$ cat src/rtl/cpu_mem_pkg.sv
// Shared definitions for the cache-to-memory path.
// Holds the arbiter state encoding, default widths and requester indices.
package cpu_mem_pkg;

  localparam int ADDR_W_DEF = 6;
  localparam int DATA_W_DEF = 32;

  localparam logic REQ_DCACHE = 1'b0;
  localparam logic REQ_ICACHE = 1'b1;

  typedef enum logic [1:0] {
    IDLE  = 2'd0,
    BUSY0 = 2'd1,
    BUSY1 = 2'd2
  } arb_state_t;

  function automatic arb_state_t busy_state(input logic idx);
    return idx ? BUSY1 : BUSY0;
  endfunction

endpackage

$ cat src/rtl/mem_arbiter_if.sv
// Block-wide memory port: read/write strobes, address, data and busywait stall.
// The cache side is the master, the memory side is the slave.
interface mem_arbiter_if
  import cpu_mem_pkg::*;
#(
  parameter int ADDR_W = ADDR_W_DEF,
  parameter int DATA_W = DATA_W_DEF
);

  logic              READ;
  logic              WRITE;
  logic [ADDR_W-1:0] ADDRESS;
  logic [DATA_W-1:0] WRITEDATA;
  logic [DATA_W-1:0] READDATA;
  logic              BUSYWAIT;

  modport master (
    output READ, WRITE, ADDRESS, WRITEDATA,
    input  READDATA, BUSYWAIT
  );

  modport slave (
    input  READ, WRITE, ADDRESS, WRITEDATA,
    output READDATA, BUSYWAIT
  );

endinterface

$ cat src/rtl/rr_arbiter2.sv
// Two-way combinational round-robin pick: a lone request wins, a tie goes to
// the requester that was not granted last.
module rr_arbiter2
  import cpu_mem_pkg::*;
(
  input  logic [1:0] req,
  input  logic       last_grant,
  output logic       grant,
  output logic       valid
);

  // NOTE: defaults first so every path assigns grant; otherwise a latch is inferred.
  always_comb begin
    valid = |req;
    grant = REQ_DCACHE;
    if (req == 2'b11) begin
      grant = ~last_grant;
    end else if (req[1]) begin
      grant = REQ_ICACHE;
    end
  end

endmodule

$ cat src/rtl/mem_arbiter.sv
// Shares the data memory between the data cache (req0) and instruction cache
// (req1): round-robin grant, command latch and busywait handshake for the winner.
module mem_arbiter
  import cpu_mem_pkg::*;
#(
  parameter int ADDR_W = ADDR_W_DEF,
  parameter int DATA_W = DATA_W_DEF
) (
  input  logic          CLK,
  input  logic          RESET,
  mem_arbiter_if.slave  req0,
  mem_arbiter_if.slave  req1,
  mem_arbiter_if.master mem
);

  arb_state_t        state_q;
  logic              last_grant_q;
  logic              started_q;
  logic              cmd_rd_q;
  logic              cmd_wr_q;
  logic [ADDR_W-1:0] cmd_addr_q;
  logic [DATA_W-1:0] cmd_wdata_q;

  logic [1:0]        active;
  logic              win;
  logic              win_valid;
  logic              sel_rd;
  logic              sel_wr;
  logic [ADDR_W-1:0] sel_addr;
  logic [DATA_W-1:0] sel_wdata;
  logic              busy0;
  logic              busy1;
  logic              in_busy;
  logic              done;

  assign active = {req1.READ | req1.WRITE, req0.READ | req0.WRITE};

  rr_arbiter2 u_rr (
    .req        (active),
    .last_grant (last_grant_q),
    .grant      (win),
    .valid      (win_valid)
  );

  // Winner's command; a write strobe overrides a simultaneous read.
  always_comb begin
    sel_wr    = win ? req1.WRITE     : req0.WRITE;
    sel_rd    = (win ? req1.READ     : req0.READ) & ~sel_wr;
    sel_addr  = win ? req1.ADDRESS   : req0.ADDRESS;
    sel_wdata = win ? req1.WRITEDATA : req0.WRITEDATA;
  end

  assign busy0   = (state_q == BUSY0);
  assign busy1   = (state_q == BUSY1);
  assign in_busy = busy0 | busy1;
  assign done    = in_busy & started_q & ~mem.BUSYWAIT;

  // NOTE: non-blocking assignments so every register updates from pre-edge values.
  always_ff @(posedge CLK) begin
    if (RESET) begin
      state_q      <= IDLE;
      last_grant_q <= REQ_ICACHE;
      started_q    <= 1'b0;
      cmd_rd_q     <= 1'b0;
      cmd_wr_q     <= 1'b0;
      cmd_addr_q   <= '0;
      cmd_wdata_q  <= '0;
    end else begin
      unique case (state_q)
        IDLE: begin
          if (win_valid) begin
            state_q     <= busy_state(win);
            started_q   <= 1'b0;
            cmd_rd_q    <= sel_rd;
            cmd_wr_q    <= sel_wr;
            cmd_addr_q  <= sel_addr;
            cmd_wdata_q <= sel_wdata;
          end
        end
        BUSY0, BUSY1: begin
          if (done) begin
            state_q      <= IDLE;
            last_grant_q <= busy1;
            started_q    <= 1'b0;
          end else if (mem.BUSYWAIT) begin
            started_q    <= 1'b1;
          end
        end
        default: state_q <= IDLE;
      endcase
    end
  end

  // Strobes drop in the completion cycle so the memory cannot start again.
  assign mem.READ      = ~RESET & in_busy & cmd_rd_q & ~done;
  assign mem.WRITE     = ~RESET & in_busy & cmd_wr_q & ~done;
  assign mem.ADDRESS   = RESET ? '0 : cmd_addr_q;
  assign mem.WRITEDATA = RESET ? '0 : cmd_wdata_q;

  assign req0.BUSYWAIT = ~RESET & active[0] & ~(busy0 & done);
  assign req1.BUSYWAIT = ~RESET & active[1] & ~(busy1 & done);
  assign req0.READDATA = (~RESET & busy0) ? mem.READDATA : '0;
  assign req1.READDATA = (~RESET & busy1) ? mem.READDATA : '0;

endmodule
$ cat src/flat_wrapper.sv
// flat-port wrapper written by rule: the top's interface ports become plain ports
module mem_arbiter_flat import cpu_mem_pkg::*;
#(
  parameter int ADDR_W = ADDR_W_DEF,
  parameter int DATA_W = DATA_W_DEF
)
  (CLK, RESET, req0_READ, req0_WRITE, req0_ADDRESS, req0_WRITEDATA, req0_READDATA, req0_BUSYWAIT, req1_READ, req1_WRITE, req1_ADDRESS, req1_WRITEDATA, req1_READDATA, req1_BUSYWAIT, mem_READ, mem_WRITE, mem_ADDRESS, mem_WRITEDATA, mem_READDATA, mem_BUSYWAIT);
  mem_arbiter_if #(.ADDR_W(ADDR_W), .DATA_W(DATA_W)) req0_i ();
  mem_arbiter_if #(.ADDR_W(ADDR_W), .DATA_W(DATA_W)) req1_i ();
  mem_arbiter_if #(.ADDR_W(ADDR_W), .DATA_W(DATA_W)) mem_i ();
  input  logic CLK;
  input  logic RESET;
  input wire logic [$bits(req0_i.READ)-1:0] req0_READ;
  input wire logic [$bits(req0_i.WRITE)-1:0] req0_WRITE;
  input wire logic [$bits(req0_i.ADDRESS)-1:0] req0_ADDRESS;
  input wire logic [$bits(req0_i.WRITEDATA)-1:0] req0_WRITEDATA;
  output wire logic [$bits(req0_i.READDATA)-1:0] req0_READDATA;
  output wire logic [$bits(req0_i.BUSYWAIT)-1:0] req0_BUSYWAIT;
  input wire logic [$bits(req1_i.READ)-1:0] req1_READ;
  input wire logic [$bits(req1_i.WRITE)-1:0] req1_WRITE;
  input wire logic [$bits(req1_i.ADDRESS)-1:0] req1_ADDRESS;
  input wire logic [$bits(req1_i.WRITEDATA)-1:0] req1_WRITEDATA;
  output wire logic [$bits(req1_i.READDATA)-1:0] req1_READDATA;
  output wire logic [$bits(req1_i.BUSYWAIT)-1:0] req1_BUSYWAIT;
  output wire logic [$bits(mem_i.READ)-1:0] mem_READ;
  output wire logic [$bits(mem_i.WRITE)-1:0] mem_WRITE;
  output wire logic [$bits(mem_i.ADDRESS)-1:0] mem_ADDRESS;
  output wire logic [$bits(mem_i.WRITEDATA)-1:0] mem_WRITEDATA;
  input wire logic [$bits(mem_i.READDATA)-1:0] mem_READDATA;
  input wire logic [$bits(mem_i.BUSYWAIT)-1:0] mem_BUSYWAIT;
  assign req0_i.READ = req0_READ;
  assign req0_i.WRITE = req0_WRITE;
  assign req0_i.ADDRESS = req0_ADDRESS;
  assign req0_i.WRITEDATA = req0_WRITEDATA;
  assign req0_READDATA = req0_i.READDATA;
  assign req0_BUSYWAIT = req0_i.BUSYWAIT;
  assign req1_i.READ = req1_READ;
  assign req1_i.WRITE = req1_WRITE;
  assign req1_i.ADDRESS = req1_ADDRESS;
  assign req1_i.WRITEDATA = req1_WRITEDATA;
  assign req1_READDATA = req1_i.READDATA;
  assign req1_BUSYWAIT = req1_i.BUSYWAIT;
  assign mem_READ = mem_i.READ;
  assign mem_WRITE = mem_i.WRITE;
  assign mem_ADDRESS = mem_i.ADDRESS;
  assign mem_WRITEDATA = mem_i.WRITEDATA;
  assign mem_i.READDATA = mem_READDATA;
  assign mem_i.BUSYWAIT = mem_BUSYWAIT;
  mem_arbiter #(.ADDR_W(ADDR_W), .DATA_W(DATA_W)) u_core (.CLK(CLK), .RESET(RESET), .req0(req0_i), .req1(req1_i), .mem(mem_i));
endmodule
$ cat config.mk
export PLATFORM = sky130hd
export DESIGN_NAME = mem_arbiter_flat
export DESIGN_NICKNAME = d
export VERILOG_FILES = /design/src/rtl/cpu_mem_pkg.sv /design/src/rtl/mem_arbiter_if.sv /design/src/rtl/rr_arbiter2.sv /design/src/rtl/mem_arbiter.sv /design/src/flat_wrapper.sv
export SDC_FILE = /design/constraint.sdc
export NUM_CORES = 1
export LEC_CHECK = 0
export ABC_AREA = 1
export CELL_PAD_IN_SITES_DETAIL_PLACEMENT = 0
export CELL_PAD_IN_SITES_GLOBAL_PLACEMENT = 1
export CORE_MARGIN = 2
export CORE_UTILIZATION = 19
export CTS_CLUSTER_SIZE = 12
export DETAILED_ROUTE_END_ITERATION = 8
export GPL_ROUTABILITY_DRIVEN = 0
export GPL_TIMING_DRIVEN = 0
export PLACE_DENSITY = 0.8
export SYNTH_ARGS = -nofsm -noshare
export SYNTH_HDL_FRONTEND = slang
export SYNTH_SLANG_ARGS = --single-unit
$ cat constraint.sdc
create_clock -name CLK -period 1.3 [get_ports CLK]
set_input_delay 0.26 -clock CLK [delete_from_list [all_inputs] [get_ports CLK]]
set_output_delay 0.26 -clock CLK [all_outputs]
set_load 0.01 [all_outputs]
# Word-level counts from Yosys, hierarchy flattened
# Cells that the tools add are included.
# totals
output_inout_bits	106
word_cells	65
reg_bits	44
# op_classes
n_bitwise	26
n_reduce_logical	8
eq_ne	6
muxes	18
# op_table
op	count
$mux W32	4
$and A1 B1 Y1	16
$mux W6	2
$mux W1	7
$not A1 Y1	7
$mux W2	3
$reduce_and A2 Y1	3
$eq A2 B2 Y1 const B	2
$pmux W2 S2	1
$reduce_or A2 Y1	2
$ne A3 B2 Y1 const B	1
$or A1 B1 Y1	3
$reduce_and A3 Y1	1
$eq A2 B1 Y1 const B	1
$logic_not A2 Y1	1
$ne A2 B1 Y1 const B	1
$ne A2 B2 Y1 const B	1
$pmux W1 S2	1
$reduce_bool A2 Y1	1

# Depth between registers and ports, before layout
# Gate-level depths: netlist of the first run.
# depth
word_depth	7
ltp_mapped	8

# Hierarchy
# From an unflattened synthesis of the first run, not the netlist that was laid out.
# unflattened
cells_unflattened	498
hier_area_um2	2906.5
# modules_own_cells
module	cells_per_inst	n_inst	seq_area_each_um2	area_per_inst_um2
mem_arbiter	495	1	880.8	2891.5
rr_arbiter2	3	1	0.0	15.0

# Worst setup path before layout of the first run
# No wires, ideal clock.
# synth_path
path_type	register to output
start	reg u_core.state_q[0]
end	out req1_BUSYWAIT
required_time_ps	1040
t_arrival_ps	1143
path_stages_with_launch	8
setup_slack_ps	-103
cell_sequence	dfxtp_1 > inv_1 > ha_1 > nand3_1 > inv_1 > nand2_1 > nand3_1 > inv_1
# synth_between
elab_chain_len	7
elab_cells_between_ends	8
classes_between	eq/ne: 2; bitwise: 6
# synth_rtl
item	line_no	source
start, declared	mem_arbiter.sv:16	arb_state_t state_q;
start signal, assigned	mem_arbiter.sv:72	state_q <= busy_state(win);
$eq A2 B1 Y1 / $eq A2 B2 Y1 (equally long branches)	mem_arbiter.sv:53, mem_arbiter.sv:54	
$or A1 B1 Y1	mem_arbiter.sv:55	assign in_busy = busy0 | busy1;
$and A1 B1 Y1 (2 in a row)	mem_arbiter.sv:56	assign done = in_busy & started_q & ~mem.BUSYWAIT;
$and A1 B1 Y1 (*)	mem_arbiter.sv:101	assign req1.BUSYWAIT = ~RESET & active[1] & ~(busy1 & done);
$not A1 Y1 (*)	mem_arbiter.sv:101	
$and A1 B1 Y1 (*)	mem_arbiter.sv:101	
end, declared	flat_wrapper.sv:24	output wire logic [$bits(req1_i.BUSYWAIT)-1:0] req1_BUSYWAIT;
# Every way passes the cells marked *; elsewhere a longest branch is shown, timed or not.

# Worst setup path in the final report of the first run
# layout_path
start	reg u_core.state_q[1]
end	out mem_WRITE
# layout_between
elab_chain_len	6
elab_cells_between_ends	9
classes_between	eq/ne: 2; bitwise: 7
# layout_rtl
item	line_no	source
$eq A2 B1 Y1 / $eq A2 B2 Y1 (equally long branches)	mem_arbiter.sv:53, mem_arbiter.sv:54	
$or A1 B1 Y1 (*)	mem_arbiter.sv:55	
$and A1 B1 Y1 (2 in a row)	mem_arbiter.sv:56	
$not A1 Y1	mem_arbiter.sv:96	assign mem.WRITE = ~RESET & in_busy & cmd_wr_q & ~done;
$and A1 B1 Y1 (*)	mem_arbiter.sv:96	
end, declared	flat_wrapper.sv:26	output wire logic [$bits(mem_i.WRITE)-1:0] mem_WRITE;
# Marked as above.

==> impl_metrics.csv, run 1 <==
group,metric,value,unit
run_status,status,"finished, violations left",
run_status,violations,"setup timing",
cells_and_area,register_area,888,sq um
cells_and_area,final_common_cell,"nand2_1",
worst_setup_path,start_kind,"flip-flop",
routing,routed_wl,12300,um
synthesis,synthTopCellsByArea,"dfxtp_1 (30%), nand2_1 (16%), inv_1 (16%)",
place,portBuffers,219,
power_and_ir_drop,leakage,0.00331,uW
cells_and_area,fin_cells,966,
routing,firstDrtPassIters,4,
timing,setup_ws,-439,ps
routing,remaining_drc_errors,0,
routing,postRouteAntennaNets,0,
synthesis,post_synth_instance_area,2990,sq um
clock_network,clockRootBuffer,"clkbuf_16",
global_route,grt_first_pass_wirelength,17900,um
clock_network,cts.clk_slew.worst_paths,70,ps
floorplanning,fp.dieW,129,um
timing,tightest_slew,291,ps
routing,drt-initial-drc-count,67,
global_route,grt_max_degree,15,
floorplanning,num_rows,45,
synthesis,synthMuxAreaShare,0,%
synthesis,syn_nets,616,
timing,rsz0062_at_grt,"true",
global_route,grtUsageTotal,13.6,%
cells_and_area,multi_input_area,1990,sq um
cells_and_area,final_cell_mix,"nand2_1 (120), inv_1 (118), clkdlybuf4s50_1 (109)",
global_route,grt_util_met1,15.1,%
floorplanning,fp.coreArea,15300,sq um
global_route,busiest_layer,"met2",
cells_and_area,syn_to_final_growth,116,%
cells_and_area,filler_cell_count,1551,
clock_network,worstSkewPairLatency,290,ps
clock_network,numCtsBuffers,5,
synthesis,synth-simple-area-share,33.0,%
global_route,overflow,0,
cells_and_area,drive_above_1_share,38.4,%
clock_network,htreeDepth,2,
synthesis,synthCells,498,
timing,period_share,134,%
synthesis,async_flop_share,0,%
timing,period_minus_slack,1740,ps
place,placed_cells,928,
worst_setup_path,worst_setup_path_end_kind,"output pin",
synthesis,synth_top_family_by_area,"simple AND/OR/NAND/NOR gates",
worst_hold_path,min_path_type,"in2reg",
synthesis,ys_types,19,
power_and_ir_drop,worst_ir_drop_vdd,0.000609,V
clock_network,holdBufCountCts,0,
synthesis,yosysSeqAreaShare,29.5,%
worst_setup_path,cp_max_fo,4,
synthesis,yosys.area_share.xor_xnor,0,%
timing,hold_violations,0,
synthesis,synth_top_area_cell,"dfxtp_1",
floorplanning,fp.dieArea,16700,sq um
place,dp_hpwl,8920,um
synthesis,synthAdderAreaFrac,1.26,%
global_route,antenna_found_initial,0,
floorplanning,die_h,129,um
synthesis,yosysWarnings,0,
synthesis,synth_top_area_share,29.5,%
floorplanning,initial_core_util,19.6,%
timing,max_freq,575,MHz
cells_and_area,nets,872,
clock_network,cts_tree,"yes",
floorplanning,io_pins,221,
timing,final_max_slew_viol_count,0,
clock_network,cts_max_path_buffers,2,
routing,avgViaCountPerCell,3.90,
power_and_ir_drop,p_per_area,1080,nW/um^2
synthesis,synth-edff-count,0,
timing,tns,-24200,ps
routing,via_count,3772,
worst_setup_path,cp.arrival,1480,ps
flow_run,drv_cap,0,
synthesis,synth_top_flop_cell,"dfxtp_1",
synthesis,ys_ff_latch,44,
timing,max-slew-margin-rel,80.6,%
worst_setup_path,worstSetupPathType,"reg2out",
global_route,grtUsageMet2,24.5,%
routing,wl_per_cell,12.8,um
clock_network,cts.sinks,44,
global_route,grt_pass1_vias,3555,
place,dp_worst_setup_slack,-881,ps
worst_setup_path,critPathRequiredTime,1040,ps
timing,setup_viol,84,
timing,finalClockSkew,5.55,ps
synthesis,postSynthAreaPerCell,5.99,sq um
global_route,use_met3,4.29,%
cells_and_area,antennaDiodeCount,0,
synthesis,synth_compound_area_share,14.4,%
[metrics by stage]
step | util [%] | power, uW | hold slack, ps | area, sq um
after floorplan | - | 3380 | 402 | 3000
after global placement | 35.8 | 4710 | 458 | 5460
after detailed placement | 35.8 | 4730 | 466 | 5460
after CTS | 37.4 | 6320 | 420 | 5710
after global routing | 42.3 | 7440 | 455 | 6450
final | 42.3 | 6980 | 408 | 6450
[synth_stat cells, types with 3 or more instances]
library cell,n
nand2_1,130
inv_1,125
nor2_1,108
dfxtp_1,44
o211ai_2,20
o211ai_1,18
buf_2,16
nand3_1,8
a21oi_1,5
buf_4,4
o21ai_0,4
buf_6,3
ha_1,3
[power by group]
group | total [uW] | switching (uW) | internal, uW | leakage, uW
logic | 3810 | 1920 | 1890 | 0.00286
clock network | 1330 | 565 | 769 | 0.0000772
registers | 1830 | 131 | 1700 | 0.000366
total | 6980 | 2620 | 4360 | 0.00331
[repair_timing]
| action | 4_1_cts | 5_1_grt |
|---|---|---|
| cloned | 4 | 6 |
| pin swaps | 9 | 9 |
| buffers inserted | 6 | 14 |
| gates resized for setup | 385 | 238 |
| endpoints found under the setup margin | 149 | 140 |
[critical path, cell delays in order, from the launching register on]
cell and delay (ps):
dfxtp_4 380, inv_4 50, ha_4 290, nand3_4 100, buf_4 160, nand2_4 50, nor2_4 40, buf_6 110
[logic make-up after synthesis]
family                   Yosys count
buffers and inverters            152
adder cells (fa/ha/maj)            3
AO/OA/AOI/OAI                     47
flip-flops                        44
AND/OR/NAND/NOR                  252
[metal layers]
metal | wire (um) | vias up
met3 | 1180 | 15
met1 | 4950 | 1629
met4 | 217 | 0
met5 | 0 | -
li1 | - | 1967
met2 | 6000 | 161
[state kept, by name, indices dropped and copies added, names as in the netlist]
signal and flops:
u_core.cmd_addr_q 6, u_core.cmd_rd_q 1, u_core.cmd_wdata_q 32, u_core.cmd_wr_q 1
u_core.last_grant_q 1, u_core.started_q 1, u_core.state_q 2
[layout make-up]
class / instances / area share [%]
repair buffers: 249 / 37.0
multi-input cells: 302 / 30.8
flip-flops and latches: 44 / 13.8
inverters: 125 / 7.45
plain buffers: 27 / 4.58
well taps: 211 / 4.09
clock buffers: 6 / 2.15
clock inverters: 2 / 0.213
[final timing paths]
| kind | start | endpoint | slack (ps) | depth (start not counted) |
|---|---|---|---|---|
| worst max-delay path | u_core.state_q[1] | mem_WRITE | -440 | 7 |
| worst min-delay path | RESET | u_core.cmd_wdata_q[7] | 410 | 4 |
| worst max register to register | u_core.state_q[1] | u_core.state_q[1] | -180 | 9 |
| worst min register to register | u_core.cmd_rd_q | u_core.cmd_rd_q | 520 | 2 |
Power figures use the tool's default switching activity.
==> run 2: changes to the inputs <==
--- a/config.mk
+++ b/config.mk
@@ -9,12 +9,13 @@
 export CELL_PAD_IN_SITES_DETAIL_PLACEMENT = 0
 export CELL_PAD_IN_SITES_GLOBAL_PLACEMENT = 1
 export CORE_MARGIN = 2
-export CORE_UTILIZATION = 19
+export CORE_UTILIZATION = 20
+export CTS_BUF_LIST = sky130_fd_sc_hd__clkbuf_8
 export CTS_CLUSTER_SIZE = 12
 export DETAILED_ROUTE_END_ITERATION = 8
 export GPL_ROUTABILITY_DRIVEN = 0
 export GPL_TIMING_DRIVEN = 0
-export PLACE_DENSITY = 0.8
+export PLACE_DENSITY = 0.83
 export SYNTH_ARGS = -nofsm -noshare
 export SYNTH_HDL_FRONTEND = slang
 export SYNTH_SLANG_ARGS = --single-unit
==> impl_metrics.csv, run 2 (synthesis results as in run 1) <==
group,metric,value,unit
run_status,status,"finished, violations left",
run_status,violations,"setup timing",
clock_network,cts.clk_slew.worst_paths,90,ps
power_and_ir_drop,p_comb_share,53.2,%
worst_setup_path,max_stage_delay,380,ps
clock_network,cts_tree,"yes",
power_and_ir_drop,p_clk_share,18.1,%
power_and_ir_drop,p_sw,2380,uW
clock_network,worstSkewPairLatency,300,ps
timing,whs,394,ps
clock_network,cts_max_path_buffers,2,
routing,routed_wl,12200,um
routing,firstDrtPassIters,4,
worst_setup_path,worst_setup_path_end_kind,"output pin",
global_route,grtUsageTotal,15.0,%
worst_setup_path,start_kind,"flip-flop",
routing,postRouteAntennaNets,0,
power_and_ir_drop,leakage,0.00312,uW
floorplanning,num_rows,44,
worst_setup_path,crit_top_cell,"inv_4",
routing,remaining_drc_errors,0,
floorplanning,fp.coreArea,14500,sq um
place,portBuffers,219,
power_and_ir_drop,p_per_area,1100,nW/um^2
cells_and_area,drive_above_1_share,34.5,%
clock_network,numCtsBuffers,5,
timing,max_freq,574,MHz
floorplanning,fp.dieArea,15900,sq um
timing,setup_viol,88,
timing,period_share,134,%
cells_and_area,nets,863,
clock_network,htreeDepth,2,
global_route,grt_max_degree,15,
power_and_ir_drop,worst_ir_drop_vdd,0.000504,V
timing,tightest_slew,339,ps
flow_run,drv_cap,0,
power_and_ir_drop,switching_share,37.7,%
worst_setup_path,cp.arrival,1480,ps
worst_hold_path,min_path_type,"in2reg",
worst_setup_path,cp_max_fo,4,
timing,finalClockSkew,7.87,ps
floorplanning,die_h,126,um
clock_network,clockRootBuffer,"clkbuf_8",
cells_and_area,largest_reg_flops,32,
global_route,antenna_found_initial,1,
cells_and_area,fin_cells,930,
power_and_ir_drop,power,6300,uW
timing,hold_violations,0,
cells_and_area,final_common_cell,"nand2_1",
cells_and_area,final_cell_mix,"nand2_1 (120), inv_1 (118), clkdlybuf4s50_1 (109)",
worst_setup_path,critical_path_buf_inv_count,4,
power_and_ir_drop,p_int,3920,uW
global_route,grt_first_pass_wirelength,19300,um
timing,period_minus_slack,1740,ps
cells_and_area,antennaDiodeCount,0,
power_and_ir_drop,power.share.sequential,28.7,%
floorplanning,fp.dieW,126,um
clock_network,holdBufCountCts,0,
cells_and_area,syn_to_final_growth,92.0,%
worst_setup_path,critPathTopFamily,"flip-flops",
routing,avgViaCountPerCell,4.02,
routing,drt-initial-drc-count,151,
place,placed_cells,901,
timing,max-slew-margin-rel,77.4,%
worst_setup_path,worst_path_max_delay_cell,"dfxtp_4",
worst_setup_path,critPathRequiredTime,1040,ps
worst_setup_path,worstSetupPathType,"reg2out",
global_route,overflow,0,
global_route,grt_pass1_vias,3707,
cells_and_area,reg_top3,"u_core.cmd_wdata_q: 32 flops, u_core.cmd_addr_q: 6 flops, u_core.state_q: 2 flops",
cells_and_area,largest-register,"u_core.cmd_wdata_q",
floorplanning,initial_core_util,20.5,%
worst_setup_path,worstPathCellList,"inv_4 -> ha_4 -> nand3_4 -> inv_4 -> nand2_2 -> nand3_2 -> inv_2 -> buf_6",
routing,wl_per_cell,13.1,um
clock_network,cts.sinks,44,
timing,final_max_slew_viol_count,0,
routing,via_count,3737,
timing,rsz0062_at_grt,"true",
place,dp_hpwl,9190,um
timing,setup_ws,-441,ps
floorplanning,io_pins,221,
## run 2: cell types whose count changed in the layout (fill, tap and decap cells not counted), sizes merged
cell / previous run / this run
clkbuf: 46 / 37
dlymetal6s2s: 6 / 2
buf: 116 / 119
bufbuf: 0 / 2
bufinv: 0 / 1
clkdlybuf4s15: 1 / 0
inv: 125 / 124
## run 2: final timing paths
kind	start	end	slack, ps	depth (start not counted)
min	RESET	u_core.cmd_wdata_q[7]	390	4
max	u_core.state_q[1]	req0_BUSYWAIT	-440	8
max reg2reg	u_core.state_q[0]	u_core.cmd_wdata_q[0]	-120	8
min reg2reg	u_core.cmd_rd_q	u_core.cmd_rd_q	470	2
## run 2: layer usage
metal  vias up  share of wire (%)  GRT usage (%)
met1      1623                 40           16.9
met2       155                 49           27.2
met5         -               0.11              0
met4         2                1.6           3.81
li1       1945                  -              -
met3        12                9.2           4.93
## run 2: layout make-up
cell class | count | area [sq um]
Inverter | 125 | 478
Multi-Input combinational cell | 302 | 1760
Fill cell | 1596 | 8800
Tap cell | 184 | 230
Clock inverter | 2 | 38.8
Clock buffer | 6 | 82.6
Buffer | 26 | 250
Sequential cell | 44 | 886
Timing Repair Buffer | 241 | 2010
## run 2: metrics by stage
step	area, sq um	setup WS, ps	util (%)	TNS [ps]
6_report	5730	-441	39.4	-24830
5_1_grt	5730	-515	39.4	-32780
4_1_cts	5590	-417	38.5	-28680
3_5_place_dp	5430	-731	37.3	-74480
3_3_place_gp	5430	-746	37.3	-74620
2_1_floorplan	3000	7.55	-	0
## run 2: power by group through the flow
stage	clock network (uW)	registers (uW)	logic, uW
detailed placement	0	1830	2910
global placement	0	1810	2890
finish	1140	1800	3350
CTS	1200	1800	3210
floorplan	0	1800	1590
global route	1260	1840	3700
## run 2: worst reg2reg max path, stage by stage (launching register included)
cell	delay [ps]
dfxtp_2	340
inv_2	90
ha_4	180
nand2_8	80
nor2_4	140
buf_8	150
bufbuf_16	270
o211ai_2	70
nand2_1	60
## run 2: what timing repair did
| item | CTS | global route |
|---|---|---|
| endpoints found under the setup margin | 148 | 147 |
| buffers inserted | 8 | 6 |
| gates cloned | 8 | 0 |
| pin swaps | 13 | 6 |
| gates resized for setup | 409 | 134 |
==> run 3: changes to the inputs <==
--- a/config.mk
+++ b/config.mk
@@ -6,6 +6,7 @@
 export NUM_CORES = 1
 export LEC_CHECK = 0
 export ABC_AREA = 1
+export ABC_CLOCK_PERIOD_IN_PS = 1300
 export CELL_PAD_IN_SITES_DETAIL_PLACEMENT = 0
 export CELL_PAD_IN_SITES_GLOBAL_PLACEMENT = 1
 export CORE_MARGIN = 2
==> results of run 3 <==
The final DEF is identical to that of run 2; final timing and power are the same.
